<file path="src/rtl/mips_lsu_pkg.sv">
// Shared types for the MIPS load/store Avalon master: access sizes, FSM states
// and the alignment rule used to reject a request before it reaches the bus.
package mips_lsu_pkg;

    typedef enum logic [1:0] {
        SzByte = 2'd0,
        SzHalf = 2'd1,
        SzWord = 2'd2
    } size_e;

    typedef enum logic [1:0] {
        StIdle = 2'd0,
        StBus  = 2'd1,
        StErr  = 2'd2
    } state_e;

    // Size 3 is not a legal access and is reported like a misaligned one.
    function automatic logic is_misaligned(input logic [1:0] size, input logic [1:0] off);
        logic mis;
        case (size)
            SzByte:  mis = 1'b0;
            SzHalf:  mis = off[0];
            SzWord:  mis = (off != 2'b00);
            default: mis = 1'b1;
        endcase
        return mis;
    endfunction

endpackage

</file>
<file path="src/rtl/mips_lsu_avalon_master_lane.sv">
// Little-endian lane steering: store byteenable/writedata generation and
// load extraction with zero or sign extension.
module mips_lsu_avalon_master_lane
    import mips_lsu_pkg::*;
(
    input  logic [1:0]  st_size_i,
    input  logic [1:0]  st_off_i,
    input  logic [31:0] st_wdata_i,
    output logic [3:0]  st_be_o,
    output logic [31:0] st_wdata_o,
    input  logic [1:0]  ld_size_i,
    input  logic [1:0]  ld_off_i,
    input  logic        ld_signed_i,
    input  logic [31:0] ld_rdata_i,
    output logic [31:0] ld_ext_o
);

    logic [31:0] ld_shifted;

    always_comb begin
        st_be_o    = 4'b1111;
        st_wdata_o = st_wdata_i;
        case (st_size_i)
            SzByte: begin
                st_be_o    = 4'b0001 << st_off_i;
                st_wdata_o = {4{st_wdata_i[7:0]}};
            end
            SzHalf: begin
                st_be_o    = 4'b0011 << st_off_i;
                st_wdata_o = {2{st_wdata_i[15:0]}};
            end
            default: begin
                st_be_o    = 4'b1111;
                st_wdata_o = st_wdata_i;
            end
        endcase
    end

    assign ld_shifted = ld_rdata_i >> {ld_off_i, 3'b000};

    always_comb begin
        ld_ext_o = ld_shifted;
        case (ld_size_i)
            SzByte: ld_ext_o = ld_signed_i ? {{24{ld_shifted[7]}}, ld_shifted[7:0]}
                                           : {24'h0, ld_shifted[7:0]};
            SzHalf: ld_ext_o = ld_signed_i ? {{16{ld_shifted[15]}}, ld_shifted[15:0]}
                                           : {16'h0, ld_shifted[15:0]};
            default: ld_ext_o = ld_shifted;
        endcase
    end

endmodule

</file>
<file path="src/rtl/mips_lsu_avalon_master.sv">
// Turns one CPU load/store into a single word-aligned Avalon-MM transaction,
// holding it through waitrequest and returning the extended load result.
module mips_lsu_avalon_master
    import mips_lsu_pkg::*;
#(
    parameter int unsigned TIMEOUT_CYCLES = 1024
) (
    input  logic        clk,
    input  logic        reset,
    input  logic        req_valid,
    output logic        req_ready,
    input  logic        req_write,
    input  logic [1:0]  req_size,
    input  logic        req_signed,
    input  logic [31:0] req_addr,
    input  logic [31:0] req_wdata,
    output logic        resp_valid,
    output logic [31:0] resp_rdata,
    output logic        resp_err,
    output logic [31:0] address,
    output logic        read,
    output logic        write,
    output logic [31:0] writedata,
    output logic [3:0]  byteenable,
    input  logic        waitrequest,
    input  logic [31:0] readdata
);

    state_e      state_q;
    logic        wr_q;
    logic [1:0]  size_q;
    logic        signed_q;
    logic [1:0]  off_q;
    logic [31:0] cnt_q;
    logic        read_q;
    logic        write_q;
    logic [31:0] address_q;
    logic [31:0] writedata_q;
    logic [3:0]  byteenable_q;
    logic        resp_valid_q;
    logic        resp_err_q;
    logic [31:0] resp_rdata_q;

    logic [3:0]  lane_be;
    logic [31:0] lane_wdata;
    logic [31:0] ld_ext;
    logic [31:0] cnt_inc;
    logic        timeout_hit;
    logic        req_mis;

    mips_lsu_avalon_master_lane u_lane (
        .st_size_i   (req_size),
        .st_off_i    (req_addr[1:0]),
        .st_wdata_i  (req_wdata),
        .st_be_o     (lane_be),
        .st_wdata_o  (lane_wdata),
        .ld_size_i   (size_q),
        .ld_off_i    (off_q),
        .ld_signed_i (signed_q),
        .ld_rdata_i  (readdata),
        .ld_ext_o    (ld_ext)
    );

    assign req_mis     = is_misaligned(req_size, req_addr[1:0]);
    assign cnt_inc     = cnt_q + 32'd1;
    assign timeout_hit = (TIMEOUT_CYCLES != 0) && (cnt_inc == 32'(TIMEOUT_CYCLES));

    always_ff @(posedge clk or posedge reset) begin
        if (reset) begin
            state_q      <= StIdle;
            wr_q         <= 1'b0;
            size_q       <= 2'b00;
            signed_q     <= 1'b0;
            off_q        <= 2'b00;
            cnt_q        <= 32'd0;
            read_q       <= 1'b0;
            write_q      <= 1'b0;
            address_q    <= 32'd0;
            writedata_q  <= 32'd0;
            byteenable_q <= 4'd0;
            resp_valid_q <= 1'b0;
            resp_err_q   <= 1'b0;
            resp_rdata_q <= 32'd0;
        end else begin
            resp_valid_q <= 1'b0;
            resp_err_q   <= 1'b0;
            case (state_q)
                StIdle: begin
                    if (req_valid) begin
                        wr_q         <= req_write;
                        size_q       <= req_size;
                        signed_q     <= req_signed;
                        off_q        <= req_addr[1:0];
                        cnt_q        <= 32'd0;
                        resp_rdata_q <= 32'd0;
                        if (req_mis) begin
                            // Rejected without touching the bus; response goes out next cycle.
                            state_q      <= StErr;
                            resp_valid_q <= 1'b1;
                            resp_err_q   <= 1'b1;
                        end else begin
                            state_q      <= StBus;
                            address_q    <= {req_addr[31:2], 2'b00};
                            writedata_q  <= lane_wdata;
                            byteenable_q <= lane_be;
                            read_q       <= ~req_write;
                            write_q      <= req_write;
                        end
                    end
                end
                StBus: begin
                    if (!waitrequest) begin
                        read_q       <= 1'b0;
                        write_q      <= 1'b0;
                        resp_valid_q <= 1'b1;
                        resp_rdata_q <= wr_q ? 32'd0 : ld_ext;
                        state_q      <= StIdle;
                    end else begin
                        cnt_q <= cnt_inc;
                        if (timeout_hit) begin
                            read_q       <= 1'b0;
                            write_q      <= 1'b0;
                            resp_valid_q <= 1'b1;
                            resp_err_q   <= 1'b1;
                            resp_rdata_q <= 32'd0;
                            state_q      <= StIdle;
                        end
                    end
                end
                StErr: begin
                    state_q <= StIdle;
                end
                default: begin
                    state_q <= StIdle;
                    read_q  <= 1'b0;
                    write_q <= 1'b0;
                end
            endcase
        end
    end

    assign req_ready  = (state_q == StIdle);
    assign resp_valid = resp_valid_q;
    assign resp_err   = resp_err_q;
    assign resp_rdata = resp_rdata_q;
    assign address    = address_q;
    assign read       = read_q;
    assign write      = write_q;
    assign writedata  = writedata_q;
    assign byteenable = byteenable_q;

endmodule

</file>
<file path="config.mk">
export PLATFORM = sky130hd
export DESIGN_NAME = mips_lsu_avalon_master
export DESIGN_NICKNAME = d
export VERILOG_FILES = /design/src/rtl/mips_lsu_pkg.sv /design/src/rtl/mips_lsu_avalon_master_lane.sv /design/src/rtl/mips_lsu_avalon_master.sv
export SDC_FILE = /design/constraint.sdc
export NUM_CORES = 1
export LEC_CHECK = 0
export BUFFER_PORTS_ARGS = -buffer_cell sky130_fd_sc_hd__buf_2
export CAP_MARGIN = 40
export CORE_AREA = 2 2 164 166
export DETAILED_ROUTE_END_ITERATION = 16
export DIE_AREA = 0 0 166 168
export SYNTH_ARGS = -nofsm -noshare
export SYNTH_HDL_FRONTEND = slang
export SYNTH_SLANG_ARGS = --single-unit
</file>
<file path="constraint.sdc">
create_clock -name clk -period 4.9 [get_ports clk]
set_input_delay 0.245 -clock clk [delete_from_list [all_inputs] [get_ports clk]]
set_output_delay 0.245 -clock clk [all_outputs]
set_load 0.03 [all_outputs]
</file>
==> metrics.txt <==
ys flop type dfrtp_1; Worst setup SP type flop; post-synthesis sequential area ratio a little under half; share of post-route cells with drive strength above 1 29.3%; H-tree depth 4; Worst Setup End Kind flop; WL/cell about 16 µm; min-delay src req_addr[23]; Die Y between 150 and 200 µm; critical path class flop to flop; I/O Buffers a little over 200; Post-Synth Adder-Cell Area 0.325%; antenna viol nets, final 0; CP Data Required Time 5180 ps; post-synthesis simple-gate area fraction 18.6%; delay-heaviest family, CP simple AND/OR/NAND/NOR gates; final worst path period share 67.6%; Post-Route WL 22200 µm; Reg2Reg Setup Slack between 1500 and 2000 ps; final setup TNS 0 ps; final hold violation count 0; top cells by area, synth dfrtp_1, o21ai_0, mux2_2, mux2i_1, nand2_1; CTS Sinks around 140; Leak Pwr 4.39 nW; setup violators final 0; Final nets between 1000 and 1500; cell depth of the worst flop-to-flop path 8; Max Cap Violations 0; WP data arrival about 3600 ps; Highest Clock Rate about 0.3 GHz; drt first pass iters 5; first-pass GRT wire length ~37000 µm; worst setup path startpoint cnt_q[3]$_DFFE_PP0P_; area leader, netlist dfrtp_1; Syn. warnings 0; synthesized area per cell about 9.1 µm²; via/cell ratio approximately 5; post-synth cell types 65; VDD IR max around 0.23 mV; Setup WS pre-CTS between 1500 and 2000 ps; number of global-route vias before repair 6899; Clock transition at path regs roughly 70 ps; number of enable flip-flop cells after synthesis 0; minimum clock period 3310 ps; most frequent cells after synthesis dfrtp_1, o21ai_0, nand2_1; Post-Syn Area 7700 µm²; Initial Util about 29%; TritonCTS clock tree yes; largest family of logic cells by synthesized area simple AND/OR/NAND/NOR gates; FF+latch count, synth ~140; crit-path max cell delay 530 ps; most common cell in the netlist dfrtp_1; Slew headroom just over 50%; TritonCTS buffer count 17; Power Density ~450 nW/µm²; critical path fanouts, max 37; critical path cell sequence nand3_1 -> nor4_4 -> and4_1 -> nand3_1 -> a2111o_1 -> nor4_4 -> buf_4 -> o21ai_0; io pins 209; initial antenna violation count 1; die width ~170 µm; CTS root buf clkbuf_16; Via Count between 7000 and 8000; GPL Wtd Cong about 0.88; CP bufs+invs 1; Clock Latency Late Sink roughly 430 ps; worst clock skew around 13 ps; DRC viols 0; Core Rows 60; final setup margin between 1500 and 2000 ps; Final Slew Violations 0; Hold Path End address[23]$_DFFE_PP0P_; RSZ-0062 raised after global routing false; CTS max path bufs 2; gr usage total 16.0%; Synth top area share between 40% and 50%; Tightest Hold Check Type input pin to flop; pin count of the biggest net entering global routing a little over 80; WHS Path Cells 2; Power Total ~4.4 mW; Initial DRC Count ~450; total global routing overflow 0; Cells after Synth 847; Max stage delay cell, worst path nor4_4; Worst-Margin Slew about 740 ps; post-layout util between 30% and 40%; run status complete, no violations; core area around 26000 µm²; area fraction in compound gates after synthesis between 10% and 20%; Syn-to-layout area delta 25.0%; worst r2r dst resp_rdata[23]$_DFFE_PP0P_; r2r startpoint cnt_q[3]$_DFFE_PP0P_; Synth async-reset ratio 100%; Synth Area in XOR/XNOR less than 1%; post-DP HPWL ~16000 µm; post-synthesis mux area share 11.3%; DIE AREA 27900 µm²
[sequential cells by signal, summed over array words and instances, names as in the netlist]
name / cells
resp_rdata: 32
resp_err: 1
write: 1
off_q: 2
signed_q: 1
writedata: 32
byteenable: 4
resp_valid: 1
cnt_q: 32
state_q: 2
wr_q: 1
size_q: 2
read: 1
address: 30
[report_power, final]
part | total (mW) | internal, mW | leakage [nW] | switching, mW
registers | 1.61 | 1.44 | 1.82 | 0.177
clock network | 1.27 | 0.711 | 0.271 | 0.555
logic | 1.47 | 0.467 | 2.29 | 1.01
total | 4.36 | 2.62 | 4.39 | 1.74
[how the worst max path moves through the flow]
stage | endpoint | slack, ps | depth (start not counted)
floorplan | address[10]$_DFFE_PP0P_ | 850 | 1
finish | resp_rdata[23]$_DFFE_PP0P_ | 1590 | 8
global route | resp_rdata[23]$_DFFE_PP0P_ | 1250 | 8
global placement | resp_rdata[19]$_DFFE_PP0P_ | 1690 | 8
detailed placement | resp_rdata[23]$_DFFE_PP0P_ | 1620 | 8
CTS | resp_rdata[23]$_DFFE_PP0P_ | 1600 | 8
[stage by stage]
stage / instances / area [µm²] / hold WS [ps]
after floorplan: 848 / 7700 / 350
after global placement: 1330 / 8930 / 440
after detailed placement: 1336 / 9030 / 296
after CTS: 1370 / 9620 / 25.2
after global routing: 1370 / 9620 / 26.7
final: 1371 / 9620 / 42.7
[logic make-up (layout without fill, tap and decap cells)]
group / after synthesis / in the layout
AOI/OAI and AO/OA: 245 / 245
other: 1 / 3
xor gates and xnor gates: 8 / 8
and+or+nand+nor: 290 / 290
adders and majority gates: 2 / 2
muxes: 81 / 81
DFF: 142 / 142
buffers and inverters: 78 / 259
[layout make-up]
cell class	instances	area [µm²]
Antenna cell	1	2.50
Fill cell	2712	16700
Sequential cell	142	3550
Timing Repair Buffer	222	1210
Tap cell	341	427
Clock buffer	19	433
Multi-Input combinational cell	628	3830
Inverter	5	23.8
Clock inverter	13	131
[timing repair]
| item | in CTS | in global routing |
|---|---|---|
| gates resized for setup | 0 | 0 |
| hold buffers | 2 | 0 |
| hold endpoints to repair | 46 | 0 |
| buffers inserted | 0 | 0 |
[metal layers]
metal | vias up | share of wire (%) | global-route usage [%]
li1 | 3418 | - | -
met1 | 3376 | 45 | 21.5
met4 | 0 | 1.5 | 4.80
met3 | 19 | 6.9 | 4.61
met2 | 225 | 46 | 25.0
met5 | - | 0 | 0
[cell usage in the layout, fill, tap and decap left out, types with 3 or more instances in the layout]
cell       instances
inv_6              6
mux2_2            39
nor2_1            45
mux2i_1           41
o21ai_0          117
buf_4             10
nand3_1           54
xor2_1             4
and2_1             3
xnor2_1            4
a21oi_1           47
a22oi_1           16
nand2_1          108
o21ai_1            9
nor4_1            10
nor4_4             3
a21o_1             3
dfrtp_1          142
nand4_1           12
o31ai_1            9
clkinv_4           3
a211oi_1          14
and4_1             5
inv_1              4
buf_16             3
a31oi_1            8
nor3_1            12
clkbuf_16         17
buf_2            207
o22ai_1            4
nor2b_1            9
and3_1             8
(Power assumes the default switching activity.)
